File: src/rtl/muldiv_pkg.sv
// Shared encodings for the iterative signed multiply/divide unit.
package muldiv_pkg;

  localparam int DEFAULT_WIDTH = 32;

  typedef enum logic {
    OP_MULT = 1'b0,
    OP_DIV  = 1'b1
  } op_e;

  typedef enum logic [1:0] {
    IDLE = 2'd0,
    ITER = 2'd1,
    FIX  = 2'd2,
    DONE = 2'd3
  } state_e;

  // Iteration counter width; never below one bit so tiny widths still elaborate.
  function automatic int cnt_width(input int width);
    return (width > 1) ? $clog2(width) : 1;
  endfunction

endpackage

File: src/rtl/muldiv_step.sv
// One unsigned iteration of the shared datapath: shift-add multiply or
// restoring divide, selected by mode.
module muldiv_step
  import muldiv_pkg::*;
#(
  parameter int WIDTH = DEFAULT_WIDTH
) (
  input  logic             mode,     // 0 = multiply, 1 = divide
  input  logic [WIDTH-1:0] acc_in,   // product upper half / partial remainder
  input  logic [WIDTH-1:0] quo_in,   // multiplier bits / dividend-quotient bits
  input  logic [WIDTH-1:0] operand,  // multiplicand / divisor magnitude
  output logic [WIDTH-1:0] acc_out,
  output logic [WIDTH-1:0] quo_out
);

  logic [WIDTH:0]   sum;
  logic [WIDTH-1:0] rem_shift;
  logic [WIDTH-1:0] rem_sub;
  logic             take;

  // Compute both step flavours and pick one by mode.
  // NOTE: every output of a combinational block is assigned on every path
  // (defaults first), otherwise synthesis infers a latch.
  always_comb begin
    acc_out   = acc_in;
    quo_out   = quo_in;
    // Multiply: conditionally add multiplicand into upper half, carry kept in sum[WIDTH].
    sum       = {1'b0, acc_in} + (quo_in[0] ? {1'b0, operand} : '0);
    // Divide: shift {rem,quo} left; the bit shifted out of rem is the trial MSB.
    rem_shift = {acc_in[WIDTH-2:0], quo_in[WIDTH-1]};
    take      = {acc_in[WIDTH-1], rem_shift} >= {1'b0, operand};
    rem_sub   = rem_shift - operand;
    if (mode == OP_MULT) begin
      acc_out = sum[WIDTH:1];
      quo_out = {sum[0], quo_in[WIDTH-1:1]};
    end else begin
      acc_out = take ? rem_sub : rem_shift;
      quo_out = {quo_in[WIDTH-2:0], take};
    end
  end

endmodule

File: src/rtl/muldiv_unit.sv
// Iterative signed MULT/DIV unit with HI/LO registers (MTHI/MTLO writable).
// Start-to-done latency is WIDTH+2 cycles; DIV by zero finishes the next cycle.
module muldiv_unit
  import muldiv_pkg::*;
#(
  parameter int WIDTH = DEFAULT_WIDTH
) (
  input  logic             clk,
  input  logic             rst,
  input  logic             start,
  input  logic             op,
  input  logic [WIDTH-1:0] a,
  input  logic [WIDTH-1:0] b,
  input  logic             hi_wr,
  input  logic             lo_wr,
  input  logic [WIDTH-1:0] wdata,
  output logic             busy,
  output logic             done,
  output logic             div_zero,
  output logic [WIDTH-1:0] hi,
  output logic [WIDTH-1:0] lo
);

  localparam int CNT_W = cnt_width(WIDTH);
  localparam logic [CNT_W-1:0] LAST_CNT = CNT_W'(WIDTH - 1);

  state_e             state_q, state_d;
  op_e                op_q;
  logic               sign_q, sign_r;
  logic [CNT_W-1:0]   cnt;
  logic [WIDTH-1:0]   work_hi, work_lo, operand_q;
  logic [WIDTH-1:0]   step_hi, step_lo;
  logic [WIDTH-1:0]   abs_a, abs_b;
  logic [2*WIDTH-1:0] prod, prod_neg;
  logic               div_by_zero;

  // Magnitudes; the most-negative value maps to 2^(WIDTH-1) unsigned, no loss.
  assign abs_a       = a[WIDTH-1] ? -a : a;
  assign abs_b       = b[WIDTH-1] ? -b : b;
  assign div_by_zero = (op == OP_DIV) && (b == '0);
  assign prod        = {work_hi, work_lo};
  assign prod_neg    = -prod;

  assign busy = (state_q == ITER) || (state_q == FIX);
  assign done = (state_q == DONE);

  muldiv_step #(.WIDTH(WIDTH)) u_step (
    .mode    (op_q),
    .acc_in  (work_hi),
    .quo_in  (work_lo),
    .operand (operand_q),
    .acc_out (step_hi),
    .quo_out (step_lo)
  );

  // State register.
  // NOTE: sequential state uses non-blocking assignments so every register
  // samples pre-edge values, independent of statement order.
  always_ff @(posedge clk) begin
    if (rst) state_q <= IDLE;
    else     state_q <= state_d;
  end

  // Next-state sequencing; a starting DIV by zero skips straight to DONE.
  always_comb begin
    state_d = state_q;
    case (state_q)
      IDLE:    if (start) state_d = div_by_zero ? DONE : ITER;
      ITER:    if (cnt == LAST_CNT) state_d = FIX;
      FIX:     state_d = DONE;
      DONE:    state_d = IDLE;
      default: state_d = IDLE;
    endcase
  end

  // Operand capture, iteration, sign fixup and HI/LO writes.
  always_ff @(posedge clk) begin
    if (rst) begin
      op_q      <= OP_MULT;
      sign_q    <= 1'b0;
      sign_r    <= 1'b0;
      cnt       <= '0;
      work_hi   <= '0;
      work_lo   <= '0;
      operand_q <= '0;
      div_zero  <= 1'b0;
      hi        <= '0;
      lo        <= '0;
    end else begin
      case (state_q)
        IDLE: begin
          if (start) begin
            op_q      <= op_e'(op);
            sign_q    <= a[WIDTH-1] ^ b[WIDTH-1];
            sign_r    <= a[WIDTH-1];
            cnt       <= '0;
            div_zero  <= div_by_zero;
            work_hi   <= '0;
            // Multiply shifts the multiplier out of work_lo; divide shifts the dividend.
            work_lo   <= (op == OP_DIV) ? abs_a : abs_b;
            operand_q <= (op == OP_DIV) ? abs_b : abs_a;
          end else begin
            if (hi_wr) hi <= wdata;
            if (lo_wr) lo <= wdata;
          end
        end
        ITER: begin
          work_hi <= step_hi;
          work_lo <= step_lo;
          cnt     <= cnt + CNT_W'(1);
        end
        FIX: begin
          if (op_q == OP_MULT) begin
            {hi, lo} <= sign_q ? prod_neg : prod;
          end else begin
            // Truncating division: remainder follows the dividend's sign.
            lo <= sign_q ? -work_lo : work_lo;
            hi <= sign_r ? -work_hi : work_hi;
          end
        end
        default: ;
      endcase
    end
  end

endmodule
File: config.mk
export PLATFORM = sky130hd
export DESIGN_NAME = muldiv_unit
export DESIGN_NICKNAME = d
export VERILOG_FILES = /design/src/rtl/muldiv_pkg.sv /design/src/rtl/muldiv_step.sv /design/src/rtl/muldiv_unit.sv
export SDC_FILE = /design/constraint.sdc
export NUM_CORES = 1
export LEC_CHECK = 0
export CAP_MARGIN = 20
export CORE_ASPECT_RATIO = 0.5
export CORE_MARGIN = 3
export CORE_UTILIZATION = 51
export CTS_CLUSTER_SIZE = 40
export DETAILED_ROUTE_END_ITERATION = 12
export PLACE_DENSITY = 0.74
export SYNTH_ARGS = -nofsm -noshare
export SYNTH_HDL_FRONTEND = slang
export SYNTH_SLANG_ARGS = --single-unit
File: constraint.sdc
create_clock -name clk -period 7.6 [get_ports clk]
set_input_delay 1.52 -clock clk [delete_from_list [all_inputs] [get_ports clk]]
set_output_delay 1.52 -clock clk [all_outputs]
set_load 0.02 [all_outputs]
==> results.py <==
metrics = {
    "status": {
        "outcome": "completed",
    },
    "critical_path": {
        "arrival_ns": 4.84,
        "required_ns": 7.95,
        "start_kind": "register",
        "crit_fanout": 32,
        "crit_type": "reg2reg",
        "cp-end-kind": "register",
    },
    "place": {
        "detailed_place_hpwl_mm": 40.9,
        "io_buffers": 168,
        "gp_congestion": 0.985,
    },
    "clocking": {
        "root_buffer": "clkbuf_16",
        "numCtsBuffers": 17,
        "clkSinkCount": 171,
        "post_cts_resized": 0,
        "clkSlewWorstSetupHoldPaths_ns": 0.07,
        "cts_setup_buffers": 0,
        "clk_latency_ns": 0.46,
        "cts_hold_buf": 0,
        "htreeDepth": 4,
        "cts_tree": "built",
        "clockBufferDepth": 2,
    },
    "sta": {
        "whs_ns": 0.461,
        "tightest_slew_ns": 1.09,
        "layout_min_cycle_time_ns": 4.49,
        "maxSlewHeadroom": 0.272,
        "rsz0062_at_grt": "false",
        "fmax_mhz": 223,
        "min_period_over_period": 0.590,
        "setup_viol": 0,
        "final.setup_skew_ns": 0.00946,
        "final.setup.tns_ns": 0,
        "drv_slew": 0,
        "hold_violations": 0,
    },
    "logic_synthesis": {
        "ys_ff_latch": 171,
        "yosys.area.top_type": "dfxtp_1",
        "ys.flop_type": "dfxtp_1",
        "ys_top_cells_by_area": "dfxtp_1 23%, nor2_1 7.1%, a21oi_1 7.0%",
        "async_flop_share": 0,
        "synth_nets": 2164,
        "netlist_instances": 1986,
        "yosysWarningCount": 0,
        "yosys-top-cells-count": "277 x nor2_1, 204 x a21oi_1, 171 x dfxtp_1, 155 x nand2_1, 121 x o21ai_0",
        "synth.distinct_cells": 81,
        "synth_area_um2": 14600,
        "avgSynthCellArea_um2": 7.36,
        "synth_most_common_cell": "nor2_1",
        "yosysTopAreaCellShare": 0.234,
        "yosysSeqAreaShare": 0.234,
        "synth_edf_count": 0,
    },
    "worst_hold_path": {
        "hold_path.class": "reg2reg",
    },
    "flow_run": {
        "max_cap_viol_count": 0,
    },
    "global_route": {
        "grt_pass1_wl_mm": 79.7,
        "gr-total-overflow": 0,
        "track_usage": 0.334,
        "grt_pass1_vias": 13400,
        "grt_max_degree": 99,
        "antenna_found_initial": 1,
    },
    "pwr": {
        "sw_frac_of_total": 0.489,
        "clkPwrFrac": 0.168,
        "seqPwrFrac": 0.268,
        "vdd_ir_drop_max_mv": 0.156,
        "power.density_nw_per_um2": 323,
        "p_int_uw": 2820,
        "power_uw": 5510,
        "p_sw_uw": 2700,
        "p_comb_frac": 0.564,
        "p_leak_uw": 0.00678,
    },
    "route": {
        "top_layer_used": "met5",
        "drc": 0,
        "route.detailed.wl_per_inst_um": 21.7,
        "drt_iter0_drc": 1901,
        "totalWireLength_mm": 53.0,
        "detail_route.vias_per_cell": 6.28,
        "num_vias": 15400,
        "detail-route-antenna-nets": 0,
        "m1WireLength_mm": 24.2,
        "dr_wl_met2_mm": 20.7,
        "drt_pass1_iterations": 6,
        "wl_met3_mm": 7.21,
    },
    "floorplan": {
        "die_w_um": 245,
        "die_area_um2": 30900,
        "io_pins": 169,
        "rows": 43,
        "dieHeight_um": 126,
        "initial_utilization": 0.523,
        "coreArea_um2": 28000,
    },
    "final_layout": {
        "diodes": 0,
        "area_growth_pct": 16.8,
        "nFillCells": 2601,
        "drive_above_1_share": 0.0523,
        "finish.net_count": 2231,
        "fin_util": 0.611,
    },
}
[layer usage]
metal  GRT usage  up-vias
li1            -     7322
met1       0.501     7154
met2       0.453      831
met3       0.113       64
met4      0.0759        2
met5           0        -
[registers in the layout, summed over array words and instances, names as in the netlist]
signal,flops
hi,32
work_hi,32
div_zero,1
lo,32
sign_r,1
operand_q,32
cnt,5
sign_q,1
op_q,1
work_lo,32
state_q,2
[per-stage QoR]
| stage | std cells | area [µm²] | setup WS [ns] |
|---|---|---|---|
| 2_1_floorplan | 1986 | 14600 | 3.87 |
| 3_3_place_gp | 2412 | 16400 | 2.79 |
| 3_5_place_dp | 2414 | 16400 | 2.78 |
| 4_1_cts | 2445 | 17000 | 3.25 |
| 5_1_grt | 2447 | 17100 | 2.88 |
| 6_report | 2447 | 17100 | 3.11 |
[worst max-delay path, stage by stage, from the launching register on]
cell and delay, ns:
dfxtp_1 0.56, inv_1 0.15, ha_1 0.33, nor2b_1 0.15, o21bai_1 0.23, a21oi_1 0.14, nor3_1 0.70, o21ai_1 0.30
a21boi_4 0.84, buf_4 0.44, mux2i_1 0.25, a21oi_1 0.09, a22o_1 0.19
[cells in the final DEF, fill, tap and decap left out, types with 38 or more instances in the layout]
| cell | n |
|---|---|
| a211oi_1 | 99 |
| a21oi_1 | 202 |
| clkdlybuf4s50_1 | 166 |
| dfxtp_1 | 170 |
| ha_1 | 72 |
| inv_1 | 61 |
| mux2i_1 | 57 |
| nand2_1 | 155 |
| nor2_1 | 276 |
| nor3_1 | 38 |
| o21ai_0 | 121 |
| xnor2_1 | 91 |
| xor2_1 | 86 |
[path summary, 6_finish.rpt]
check                                  start                    endpoint  slack (ns)  depth (start not counted)
setup / recovery   operand_q[1]$_SDFFE_PP0P_     work_hi[8]$_SDFFE_PP0P_        3.11                         12
hold / removal    operand_q[26]$_SDFFE_PP0P_  operand_q[26]$_SDFFE_PP0P_        0.46                          2
setup reg to reg   operand_q[1]$_SDFFE_PP0P_     work_hi[8]$_SDFFE_PP0P_        3.11                         12
hold reg to reg   operand_q[26]$_SDFFE_PP0P_  operand_q[26]$_SDFFE_PP0P_        0.46                          2
[power groups by stage]
stage | registers, µW | logic, µW | clock network [µW]
2_1_floorplan | 1420 | 2000 | 0
3_3_place_gp | 1480 | 2950 | 0
3_5_place_dp | 1480 | 2990 | 0
4_1_cts | 1460 | 3000 | 929
5_1_grt | 1500 | 3340 | 965
6_report | 1480 | 3110 | 926
[kinds of logic (layout without fill, tap and decap cells)]
logic type / Yosys count / in the layout / synth area share
multiplexers: 83 / 83 / 0.0590
buffers and inverters: 202 / 281 / 0.0538
AND/OR/NAND/NOR: 635 / 635 / 0.200
flip-flops: 171 / 171 / 0.234
XOR/XNOR: 177 / 177 / 0.106
AO/OA/AOI/OAI: 642 / 642 / 0.281
adder cells (fa/ha/maj): 76 / 76 / 0.0660
[area by class of cell]
type	count	area, µm²	area share
tap	382	478	0.0280
clock inverter	11	136	0.00798
sequential	171	3420	0.200
inverter	63	236	0.0138
timing repair buffer	187	1870	0.109
clock buffer	20	467	0.0273
multi-input combinational	1613	10500	0.613
No activity file was read; power rests on OpenSTA's default activity.
